`src/rtl/usb_buffer_arbiter.sv`:
```
`default_nettype none
// ============================================================================
// Module   : usb_buffer_arbiter
// Purpose  : Owns the 256-word USB data buffer RAM and passes ownership between
//            the USB module and the core. The USB side fills the buffer and
//            signals a packet; the core then owns it until it writes the USB
//            control register, after which a one-cycle dead period hands it
//            back. One early packet notification can be queued.
// Optional : define USB_BUFFER_TIMEOUT_EN to add a watchdog that revokes core
//            ownership after TIMEOUT_CYCLES clk24 cycles.
// Ports    : clk24/reset           - clock, synchronous active-high reset
//            usb_*                 - USB packet notify, control word, writes
//            core_*                - core buffer access (word addr, data, strb)
//            ctrl_wstrb/ctrl_wdata - core write to the USB control register
//            buf_*                 - RAM write port (addr also used for reads)
//            core_owns             - core currently owns the buffer
//            usb_control           - latched control word
//            core_fault            - sticky: core wrote while not owner
//            packet_dropped        - sticky: packet lost with queue full
//            timeout               - one-cycle pulse on watchdog revocation
// Revision : 1.0 - initial release
// ============================================================================
module usb_buffer_arbiter #(
    parameter int ADDR_WIDTH     = 8,
    parameter int TIMEOUT_CYCLES = 2400000
) (
    input  logic                  clk24,
    input  logic                  reset,
    input  logic                  usb_got_packet,
    input  logic [15:0]           usb_control_in,
    input  logic [ADDR_WIDTH-1:0] usb_addr,
    input  logic [31:0]           usb_wdata,
    input  logic                  usb_we,
    input  logic                  core_sel,
    input  logic [ADDR_WIDTH-1:0] core_addr,
    input  logic [31:0]           core_wdata,
    input  logic [3:0]            core_wstrb,
    input  logic [1:0]            ctrl_wstrb,
    input  logic [15:0]           ctrl_wdata,
    output logic [ADDR_WIDTH-1:0] buf_addr,
    output logic [31:0]           buf_wdata,
    output logic [3:0]            buf_wstrb,
    output logic                  core_owns,
    output logic [15:0]           usb_control,
    output logic                  core_fault,
    output logic                  packet_dropped,
    output logic                  timeout
);

    typedef enum logic [1:0] {
        USB_OWN  = 2'd0,
        CORE_OWN = 2'd1,
        RELEASE  = 2'd2
    } state_t;

    state_t      r_state;
    state_t      w_next_state;
    logic        r_core_owns;
    logic [15:0] r_usb_control;
    logic [15:0] r_shadow;
    logic        r_pending;
    logic        r_core_fault;
    logic        r_packet_dropped;
    logic        r_timeout;

    logic        w_ctrl_write;
    logic        w_core_write;
    logic        w_wd_expired;

    assign w_ctrl_write = |ctrl_wstrb;
    assign w_core_write = core_sel && (|core_wstrb);

`ifdef USB_BUFFER_TIMEOUT_EN
    localparam logic [23:0] c_WD_LAST = 24'(TIMEOUT_CYCLES - 1);

    logic [23:0] r_wd_count;

    // Held at zero outside CORE_OWN, so every ownership period starts at 0.
    always_ff @(posedge clk24) begin
        if (reset) begin
            r_wd_count <= '0;
        end else if (r_state != CORE_OWN) begin
            r_wd_count <= '0;
        end else begin
            r_wd_count <= r_wd_count + 24'd1;
        end
    end

    assign w_wd_expired = (r_state == CORE_OWN) && (r_wd_count == c_WD_LAST);
`else
    logic [31:0] w_unused_timeout_cfg;
    assign w_unused_timeout_cfg = 32'(TIMEOUT_CYCLES);
    assign w_wd_expired         = 1'b0;
`endif

    // Next state and RAM port steering.
    always_comb begin
        w_next_state = r_state;
        buf_addr     = usb_addr;
        buf_wdata    = usb_wdata;
        buf_wstrb    = 4'b0000;
        case (r_state)
            USB_OWN: begin
                buf_wstrb = {4{usb_we}};
                if (r_pending || usb_got_packet) begin
                    w_next_state = CORE_OWN;
                end
            end
            CORE_OWN: begin
                buf_addr  = core_addr;
                buf_wdata = core_wdata;
                buf_wstrb = core_sel ? core_wstrb : 4'b0000;
                if (w_ctrl_write || w_wd_expired) begin
                    w_next_state = RELEASE;
                end
            end
            RELEASE: begin
                w_next_state = USB_OWN;
            end
            default: begin
                w_next_state = USB_OWN;
            end
        endcase
    end

    always_ff @(posedge clk24) begin
        if (reset) begin
            r_state          <= USB_OWN;
            r_core_owns      <= 1'b0;
            r_usb_control    <= 16'h0000;
            r_shadow         <= 16'h0000;
            r_pending        <= 1'b0;
            r_core_fault     <= 1'b0;
            r_packet_dropped <= 1'b0;
            r_timeout        <= 1'b0;
        end else begin
            r_state     <= w_next_state;
            r_core_owns <= (w_next_state == CORE_OWN);
            // A control write in the expiry cycle takes precedence.
            r_timeout   <= w_wd_expired && !w_ctrl_write;

            case (r_state)
                USB_OWN: begin
                    if (w_core_write) begin
                        r_core_fault <= 1'b1;
                    end
                    // The queued packet is older, so it is served first; a
                    // fresh packet arriving in the same cycle refills the slot.
                    if (r_pending) begin
                        r_usb_control <= r_shadow;
                        if (usb_got_packet) begin
                            r_shadow <= usb_control_in;
                        end else begin
                            r_pending <= 1'b0;
                        end
                    end else if (usb_got_packet) begin
                        r_usb_control <= usb_control_in;
                    end
                end
                CORE_OWN: begin
                    if (ctrl_wstrb[0]) begin
                        r_usb_control[7:0] <= ctrl_wdata[7:0];
                    end
                    if (ctrl_wstrb[1]) begin
                        r_usb_control[15:8] <= ctrl_wdata[15:8];
                    end
                end
                default: begin
                end
            endcase

            // Early packets while the core holds (or is releasing) the buffer.
            if (usb_got_packet && (r_state != USB_OWN)) begin
                if (!r_pending) begin
                    r_shadow  <= usb_control_in;
                    r_pending <= 1'b1;
                end else begin
                    r_packet_dropped <= 1'b1;
                end
            end
        end
    end

    assign core_owns      = r_core_owns;
    assign usb_control    = r_usb_control;
    assign core_fault     = r_core_fault;
    assign packet_dropped = r_packet_dropped;
    assign timeout        = r_timeout;

endmodule
`default_nettype wire

```
`config.mk`:
```
export PLATFORM = sky130hd
export DESIGN_NAME = usb_buffer_arbiter
export DESIGN_NICKNAME = d
export VERILOG_FILES = /design/src/rtl/usb_buffer_arbiter.sv
export SDC_FILE = /design/constraint.sdc
export NUM_CORES = 1
export LEC_CHECK = 0
export CORE_ASPECT_RATIO = 1.5
export CORE_UTILIZATION = 36
export DETAILED_ROUTE_END_ITERATION = 16
export PLACE_DENSITY = 0.86
export SLEW_MARGIN = 20
export SYNTH_ARGS = -nofsm -noshare
export SYNTH_HDL_FRONTEND = slang
export SYNTH_SLANG_ARGS = --single-unit
export TNS_END_PERCENT = 50
```
`constraint.sdc`:
```
create_clock -name clk24 -period 3.6 [get_ports clk24]
set_input_delay 1.08 -clock clk24 [delete_from_list [all_inputs] [get_ports clk24]]
set_output_delay 1.08 -clock clk24 [all_outputs]
set_load 0.02 [all_outputs]
```
==> results of run 1 <==
[cell type report]
class	count	area [sq um]	share of cell area, %
clock buffers	7	86.3	1.98
well taps	76	95.1	2.18
inverters	2	7.51	0.172
flip-flops and latches	38	761	17.4
clock inverters	1	5.00	0.115
repair buffers	191	1890	43.4
multi-input cells	172	1520	34.8
[worst paths after layout]
path	start	to	cells after the start
hold / removal	packet_dropped	packet_dropped	2
setup reg to reg	r_pending	r_shadow[10]	4
setup / recovery	usb_wdata[19]	buf_wdata[19]	3
hold reg to reg	packet_dropped	packet_dropped	2
[power by group through the flow]
stage / combinational (mW) / clock (mW) / sequential (mW)
floorplan: 0.311 / 0 / 0.523
global placement: 0.647 / 0 / 0.499
detailed placement: 0.660 / 0 / 0.501
CTS: 0.659 / 0.311 / 0.492
global route: 0.696 / 0.330 / 0.496
finish: 0.652 / 0.301 / 0.491
[registers in the layout, indices dropped and copies added (netlist names)]
| register | count |
|---|---|
| core_fault | 1 |
| core_owns | 1 |
| packet_dropped | 1 |
| r_pending | 1 |
| r_shadow | 16 |
| r_state | 2 |
| usb_control | 16 |
[per-stage QoR]
stage | setup WS, ps | TNS, ps | instance area (sq um) | cells | utilization, %
after CTS | 137 | 0 | 4360 | 487 | 67.3
after floorplan | 992 | 0 | 2400 | 230 | -
after global routing | 89.8 | 0 | 4360 | 487 | 67.3
after global placement | 12.7 | 0 | 4280 | 479 | 65.9
final | 142 | 0 | 4360 | 487 | 67.3
after detailed placement | -40.6 | -50.0 | 4280 | 479 | 65.9
[metal layers]
| metal | vias up | share of wire (%) | track usage, % |
|---|---|---|---|
| li1 | 1185 | - | - |
| met1 | 1134 | 35 | 22.8 |
| met2 | 117 | 53 | 41.7 |
| met3 | 17 | 9.2 | 5.36 |
| met4 | 0 | 2.4 | 8.49 |
| met5 | - | 0 | 0 |
[cell usage in the layout, fill, tap and decap left out, types with 2 or more instances in the layout]
| cell | n |
|---|---|
| a21oi_1 | 6 |
| a31oi_4 | 2 |
| and3_1 | 3 |
| buf_4 | 6 |
| clkbuf_8 | 6 |
| clkdlybuf4s50_1 | 181 |
| dfxtp_1 | 38 |
| dlygate4sd2_1 | 4 |
| inv_1 | 2 |
| mux2_1 | 13 |
| mux2_2 | 43 |
| mux2i_1 | 32 |
| nand2b_1 | 35 |
| nand3_1 | 6 |
| nor2_1 | 4 |
| o21ai_0 | 2 |
| o2bb2ai_1 | 16 |
| or3_1 | 2 |
[kinds of logic after synthesis]
logic type             Yosys count  share of synthesized area, %
AOI/OAI and AO/OA               28                          9.80
buffers and inverters           20                          5.21
and+or+nand+nor                 55                          13.5
DFF                             38                          31.7
other                            1                         0.156
muxes                           88                          39.6
[timing repair]
action / CTS / global route
hold buffers: 0 / 0
gates resized for setup: 4 / 0
setup endpoints to repair: 4 / 0
setup buffers: 0 / 0
[worst reg2reg max path: stages, from the launching register on]
cell and delay (ps):
dfxtp_1 870, or3_1 200, and3_1 280, buf_4 300
mux2i_1 220
==> results.ini, run 1 <==
[status]
status=finished clean

[floorplanning]
core_sq_mm=0.00649
die_h_um=102
fp.dieArea_sq_mm=0.00700
initial_utilization_pct=37.0
rows=36
die_w_um=68.7
boundaryPins=187

[sta]
maxSlewViolCount=0
period_needed_ps=3460
worstMarginPinSlew_ps=835
clock_skew_ps=5.96
fin_crit_sh_pct=96.1
slew_headroom_pct=44.3
finalHoldViolCount=0
rsz0062_at_grt=no
whs_ps=451
fmax_ghz=0.289
setup_viol=0

[critical_path]
cp_top_family=buffers and inverters
worst_ep_arrival_time_ps=2380
end_kind=primary output
crit_slowest_cell=clkdlybuf4s50_1
cp.required_ps=2520
ff2ff_setup_slack_ps=1670
criticalPathCategory=in -> out
crit_top_cell=clkdlybuf4s50_1
cp_cell_sequence=clkdlybuf4s50_1 > mux2_1 > clkdlybuf4s50_1
start_kind=input port
critPathMaxStageDelay_ps=570
path_max_fanout=1
critPathBufInv=2

[route]
drc=0
ant_nets=0
via_count=2453
post_drt_wl_per_cell_um=16.3
totalWireLength_um=7950
vias_per_cell=5.04
drt_iter0_markers=46
first_pass_iters=8

[logic_synthesis]
synth_ff_type=dfxtp_1
synth-warning-count=0
syn-num-nets=353
synth.top_cells.by_area=dfxtp_1 (32%), mux2_2 (20%), mux2i_1 (13%), nand2b_1 (9.4%), mux2_1 (6.1%)
synthCells=230
synth_enable_flop_cells=0
ys_seq_elements=38
synthesis.area_sq_mm=0.00240
synthTopCellsByCount=mux2_2 (43), dfxtp_1 (38), nand2b_1 (36)
synth.avg_cell_area_sq_um=10.4
seq_area_frac_synth_pct=31.7
post-synth-top-count-cell=mux2_2
synth_top_area_share_pct=31.7
yosys.area.top_type=dfxtp_1
async_flop_share_pct=0
synth.distinct_cells=26

[place]
io_buffers=185
gp_congestion=0.741
hpwl_um=6360

[clocking]
cts_buffer_depth=2
cts_tree=yes
root_buffer=clkbuf_8
clock_sinks=38
clk_latency_ps=290
cts_buffers=5
clkTransAtPathRegs_ps=70
htreeDepth=2

[pwr]
vdd_drop_max_mv=0.254
combPwrFrac_pct=45.1
p_leak_nw=1.68
seqPwrFrac_pct=34.0
power_density_mw_per_mm2=331
finalPower_mw=1.44
p_switching_uw=452
p_int_uw=992
p_clk_share_pct=20.8
switching_share_pct=31.3

[run]
maxCapViolations=0

[cells_and_area]
antennaDiodeCount=0
fillers=547
drive_above_1_share_pct=14.6
syn_to_final_growth_pct=81.8
finalNetCount=533

[global_route]
antenna_found_initial=0
grt.total_usage_pct=22.3
grt_pass1_vias=2461
grt_max_degree=49
grt_pass1_wl_um=11600
overflow=0

[hold_path]
hp-class=reg -> reg

No activity file was read; power rests on OpenSTA's default activity.
==> run 2, diff against run 1 <==
--- a/config.mk
+++ b/config.mk
@@ -5,7 +5,7 @@
 export SDC_FILE = /design/constraint.sdc
 export NUM_CORES = 1
 export LEC_CHECK = 0
-export CORE_ASPECT_RATIO = 1.5
+export CORE_ASPECT_RATIO = 1.1
 export CORE_UTILIZATION = 36
 export DETAILED_ROUTE_END_ITERATION = 16
 export PLACE_DENSITY = 0.86
==> run 2 against run 1 <==
Clock skew rose by 2.8 ps. Routed wire length fell by 2.6%. Sequential power rose by 1%. Non-clock buffer count did not move. Die area barely moved. Utilization rose by 2.3 points. Final area rose by 0.52%. Flip-flop and latch count did not move. Critical path depth did not move. Critical path type unchanged. Largest power group unchanged.
==> results.ini, run 2 (synthesis results as in run 1) <==
[status]
status=finished clean

[critical_path]
r2r_cells=4  ; unchanged
cp_cell_sequence=clkdlybuf4s50_1 > mux2_1 > clkdlybuf4s50_1
ff2ff_setup_slack_ps=1520  ; -150 ps
crit_slowest_cell=clkdlybuf4s50_1
worst_ep_arrival_time_ps=2380  ; about the same
cp.required_ps=2520  ; about the same
rr_endpoint=r_shadow[14]
crit_top_cell=clkdlybuf4s50_1
r2r_start=r_pending
criticalPathCategory=in -> out
critPathMaxStageDelay_ps=550  ; -20 ps
critPathBufInv=2  ; unchanged
end_kind=primary output
path_max_fanout=1  ; unchanged
cp_top_family=buffers and inverters
start_kind=input port

[floorplanning]
fp.dieArea_sq_mm=0.00700  ; about the same
boundaryPins=187  ; unchanged
rows=30  ; -17%
core_sq_mm=0.00631  ; -2.8%
die_h_um=87.6  ; -14%
die_w_um=79.8  ; +16%
initial_utilization_pct=38.1  ; +1.1 points

[global_route]
grt_pass1_wl_um=11600  ; about the same
overflow=0  ; unchanged
grt_pass1_vias=2439  ; -0.89%
grt.total_usage_pct=21.7  ; -0.55 points
antenna_found_initial=1  ; +1
grt_max_degree=30  ; -39%

[cells_and_area]
finalNetCount=533  ; unchanged
drive_above_1_share_pct=14.8  ; +0.24 points
fin_cells=492  ; +1.0%
final_common_cell=clkdlybuf4s50_1
syn_to_final_growth_pct=82.7
fillers=507  ; -7.3%
postLayoutCellArea_sq_mm=0.00439  ; +0.52%
fin_util_pct=69.5  ; +2.3 points
final_cell_mix=clkdlybuf4s50_1 (181), mux2_2 (43), dfxtp_1 (38), nand2b_1 (35), mux2i_1 (32)

[sta]
whs_ps=461  ; +10.8 ps
rsz0062_at_grt=no
slew_headroom_pct=42.1  ; -2.2 points
setup_viol=0  ; unchanged
worstMarginPinSlew_ps=868  ; +32.9 ps
fin_crit_sh_pct=96.2  ; +0.19 points
finalHoldViolCount=0  ; unchanged
fmax_ghz=0.289  ; -0.20%
maxSlewViolCount=0  ; unchanged
period_needed_ps=3460  ; +6.99 ps
clock_skew_ps=8.80  ; +2.84 ps

[pwr]
combPwrFrac_pct=44.5  ; -0.6 points
vdd_drop_max_mv=0.225  ; -11%
p_leak_nw=1.70  ; +1.6%
p_switching_uw=459  ; +1.7%
switching_share_pct=31.6  ; +0.36 points
p_clk_share_pct=21.4  ; +0.6 points
seqPwrFrac_pct=34.1  ; about the same
p_int_uw=993  ; about the same
power_density_mw_per_mm2=331  ; about the same

[route]
post_drt_wl_per_cell_um=15.7  ; -3.6%
totalWireLength_um=7740  ; -2.6%
first_pass_iters=4  ; -4
drt_iter0_markers=43  ; -6.5%
vias_per_cell=4.98  ; -1.1%
via_count=2450  ; -0.12%
drc=0  ; unchanged
ant_nets=0  ; unchanged

[place]
io_buffers=185  ; unchanged
hpwl_um=6240  ; -1.9%
dp.cells=483  ; +0.84%
gp_congestion=0.763  ; +3.0%
dpl_cell_area_sq_mm=0.00428  ; +0.12%

[hold_path]
hold_path_depth=2  ; unchanged
hp-start=packet_dropped
hold_end=packet_dropped
hp-class=reg -> reg

[clocking]
htreeDepth=2  ; unchanged
clk_latency_ps=290  ; about the same
cts_buffers=5  ; unchanged
cts_tree=yes
clkTransAtPathRegs_ps=80  ; about the same
root_buffer=clkbuf_8
clock_sinks=38  ; unchanged
cts_buffer_depth=2  ; unchanged

[run]
maxCapViolations=0  ; unchanged

-- run 2: changes by cell type in the layout (fill, tap and decap cells not counted) --
cell,before,now
dlymetal6s2s_1,0,3
diode_2,0,1
clkinvlp_4,0,1
dlygate4sd2_1,4,1
clkbuf_1,1,0
-- run 2: cell type report --
type | instances | area [sq um] | area share, %
Timing Repair Buffer | 191 | 1900 | 43.4
Clock inverter | 2 | 12.5 | 0.285
Clock buffer | 6 | 82.6 | 1.88
Multi-Input combinational cell | 172 | 1520 | 34.6
Sequential cell | 38 | 761 | 17.3
Antenna cell | 1 | 2.50 | 0.0571
Tap cell | 80 | 100 | 2.28
Inverter | 2 | 7.51 | 0.171
-- run 2: worst max path at each step --
| stage | startpoint | to | cells past startpoint |
|---|---|---|---|
| final | usb_wdata[23] | buf_wdata[23] | 3 |
| after global routing | usb_wdata[27] | buf_wdata[27] | 3 |
| after CTS | core_sel | buf_wstrb[1] | 4 |
| after detailed placement | core_sel | buf_wstrb[2] | 4 |
| after global placement | core_sel | buf_wstrb[0] | 4 |
| after floorplan | core_wstrb[0] | buf_wstrb[0] | 2 |
-- run 2: timing repair --
item / CTS / global route
resized for setup: 1 / 3
endpoints found under the hold margin: 0 / 0
gates cloned: 0 / 0
buffers inserted: 0 / 0
setup endpoints to repair: 1 / 3
hold buffers: 0 / 0
-- run 2: power by group through the flow --
stage | logic [mW] | clock network [mW] | registers, mW
2_1_floorplan | 0.311 | 0 | 0.523
3_3_place_gp | 0.641 | 0 | 0.502
3_5_place_dp | 0.652 | 0 | 0.503
4_1_cts | 0.653 | 0.320 | 0.495
5_1_grt | 0.686 | 0.338 | 0.501
6_report | 0.646 | 0.311 | 0.496
-- run 2: through the flow --
step                TNS [ps]  total power, mW  setup slack (ps)
finish                     0             1.45               135
global route               0             1.52               117
detailed placement     -56.2             1.16             -56.2
global placement           0             1.14              31.6
floorplan                  0            0.834               992
CTS                        0             1.47              5.45
-- run 2: layer usage --
layer / wire, um / share of wire [%] / global-route usage (%)
met5: 0 / 0 / 0
met3: 783 / 10 / 7.50
met1: 2950 / 38 / 22.7
met4: 147 / 1.9 / 7.31
met2: 3860 / 50 / 40.4
-- run 2: worst min-delay path: stages, from the launching register on --
cell and delay, ps:
dfxtp_1 320, inv_1 50, a21oi_1 50
==> run 3, diff against run 2 <==
--- a/config.mk
+++ b/config.mk
@@ -6,6 +6,7 @@
 export NUM_CORES = 1
 export LEC_CHECK = 0
 export CORE_ASPECT_RATIO = 1.1
+export CORE_MARGIN = 1.5
 export CORE_UTILIZATION = 36
 export DETAILED_ROUTE_END_ITERATION = 16
 export PLACE_DENSITY = 0.86
==> run 3 against run 2 <==
Worst setup slack improved by 15 ps. Sequential power barely moved. Utilization fell by 1.6 points. Routed wire length rose by 3.9%. Critical endpoint is now buf_wdata[26]. Largest cell class unchanged.
==> results.ini, run 3 (synthesis results as in run 1) <==
[route]
ant_nets=0  ; unchanged
drt_iter0_markers=45  ; +4.7%
post_drt_wl_per_cell_um=16.3  ; +3.3%
first_pass_iters=4  ; unchanged
vias_per_cell=4.86  ; -2.4%
totalWireLength_um=8050  ; +3.9%
drc=0  ; unchanged
via_count=2406  ; -1.8%

[floorplanning]
die_h_um=88.6  ; +1.1%
fp.dieArea_sq_mm=0.00717  ; +2.4%
core_sq_mm=0.00652  ; +3.3%
rows=31  ; +3.3%
initial_utilization_pct=36.8  ; -1.2 points
boundaryPins=187  ; unchanged
die_w_um=80.8  ; +1.3%

[clocking]
post-cts-setup-buffers=0  ; unchanged
clk_latency_ps=290  ; about the same
htreeDepth=2  ; unchanged
clkTransAtPathRegs_ps=80  ; about the same
clock_sinks=38  ; unchanged
cts_buffers=5  ; unchanged
cts_tree=yes
root_buffer=clkbuf_8
cts_buffer_depth=2  ; unchanged

[global_route]
antenna_found_initial=1  ; unchanged
overflow=0  ; unchanged
grt_pass1_vias=2369  ; -2.9%
grt_pass1_wl_um=11800  ; +1.5%
grt.total_usage_pct=21.8  ; +0.13 points
grt_max_degree=27  ; -10%

[sta]
slew_headroom_pct=40.8  ; -1.3 points
fmax_ghz=0.290  ; +0.44%
period_needed_ps=3450  ; -15.3 ps
rsz0062_at_grt=no
fin_crit_sh_pct=95.8  ; -0.42 points
clock_skew_ps=9.67  ; +0.873 ps
finalHoldViolCount=0  ; unchanged
setup_tns_ps=0  ; unchanged
worstMarginPinSlew_ps=887  ; +19.4 ps
setup_viol=0  ; unchanged
fin_ws_ps=150  ; +15.3 ps
maxSlewViolCount=0  ; unchanged

[critical_path]
crit_top_cell=clkdlybuf4s50_1
start_kind=input port
cp_cell_sequence=clkdlybuf4s50_1 > mux2_1 > clkdlybuf4s50_1
criticalPathCategory=in -> out
cp.required_ps=2520  ; about the same
path_max_fanout=1  ; unchanged
critPathBufInv=2  ; unchanged
worst_ep_arrival_time_ps=2370  ; about the same
cp_top_family=buffers and inverters
critPathMaxStageDelay_ps=550  ; about the same
crit_slowest_cell=clkdlybuf4s50_1
end_kind=primary output

[place]
hpwl_um=6480  ; +3.9%
gp_congestion=0.853  ; +12%
io_buffers=185  ; unchanged
dp_slack_ps=-3.05  ; +53.2 ps

[cells_and_area]
finalNetCount=534  ; +0.19%
fin_util_pct=68.0  ; -1.6 points
syn_to_final_growth_pct=84.6
final_common_cell=clkdlybuf4s50_1
drive_above_1_share_pct=15.0  ; +0.21 points
fillers=526  ; +3.7%
final_cell_mix=clkdlybuf4s50_1 (181), mux2_2 (43), dfxtp_1 (38), nand2b_1 (35), mux2i_1 (32)

[hold_path]
hp-class=reg -> reg

[pwr]
p_int_mw=1.12  ; +12%
p_switching_uw=460  ; about the same
power_density_mw_per_mm2=356  ; +7.4%
seqPwrFrac_pct=31.4  ; -2.7 points
p_leak_nw=1.71  ; +0.41%
p_clk_share_pct=27.4  ; +6.0 points
combPwrFrac_pct=41.1  ; -3.4 points
vdd_drop_max_mv=0.263  ; +17%
switching_share_pct=29.2  ; -2.5 points

[status]
status=finished clean

[run]
maxCapViolations=0  ; unchanged

run 3: cell types whose count changed in the layout (fill, tap and decap cells not counted):
cell,before,now
clkbuf_8,6,5
bufinv_16,0,2
clkinv_4,0,1
dlygate4sd2_1,1,3
buf_4,6,7
clkinv_2,1,0
dlymetal6s2s_1,3,1
clkinvlp_4,1,0
run 3: power by group through the flow:
stage	sequential (mW)	combinational, mW	clock [mW]
after floorplan	0.523	0.311	0
after global placement	0.502	0.646	0
after detailed placement	0.504	0.655	0
after CTS	0.495	0.656	0.443
after global routing	0.501	0.692	0.459
final	0.495	0.648	0.433
run 3: metal layers:
| metal | vias up | track usage (%) | wire, um |
|---|---|---|---|
| met3 | 14 | 7.53 | 795 |
| met5 | - | 0 | 0 |
| met1 | 1098 | 23.7 | 3100 |
| li1 | 1187 | - | - |
| met4 | 0 | 7.52 | 184 |
| met2 | 107 | 39.3 | 3970 |
run 3: area by class of cell:
cell class	count	area, sq um	area share, %
Timing Repair Buffer	192	1900	43.0
Multi-Input combinational cell	172	1520	34.2
Sequential cell	38	761	17.2
Tap cell	82	103	2.32
Clock buffer	5	68.8	1.55
Clock inverter	3	68.8	1.55
Inverter	2	7.51	0.169
Antenna cell	1	2.50	0.0565
run 3: what timing repair did:
action | in CTS | in global routing
hold endpoints to repair | 0 | 0
setup endpoints to repair | 3 | 1
gates resized for setup | 3 | 1
hold buffers | 0 | 0
run 3: through the flow:
stage | instances | total power, mW | cell area (sq um) | hold slack, ps
6_report | 495 | 1.58 | 4430 | 469
5_1_grt | 494 | 1.65 | 4430 | 479
4_1_cts | 494 | 1.59 | 4430 | 471
3_5_place_dp | 486 | 1.16 | 4290 | 446
3_3_place_gp | 486 | 1.15 | 4290 | 438
2_1_floorplan | 230 | 0.834 | 2400 | 445
run 3: path summary, 6_finish.rpt:
kind,slack [ps],startpoint,to,cells after the start
worst max-delay path,150,usb_wdata[26],buf_wdata[26],3
worst min-delay path,470,usb_control[2],usb_control[2],1
worst max register to register,1450,r_pending,r_shadow[11],4
worst min register to register,470,usb_control[2],usb_control[2],1
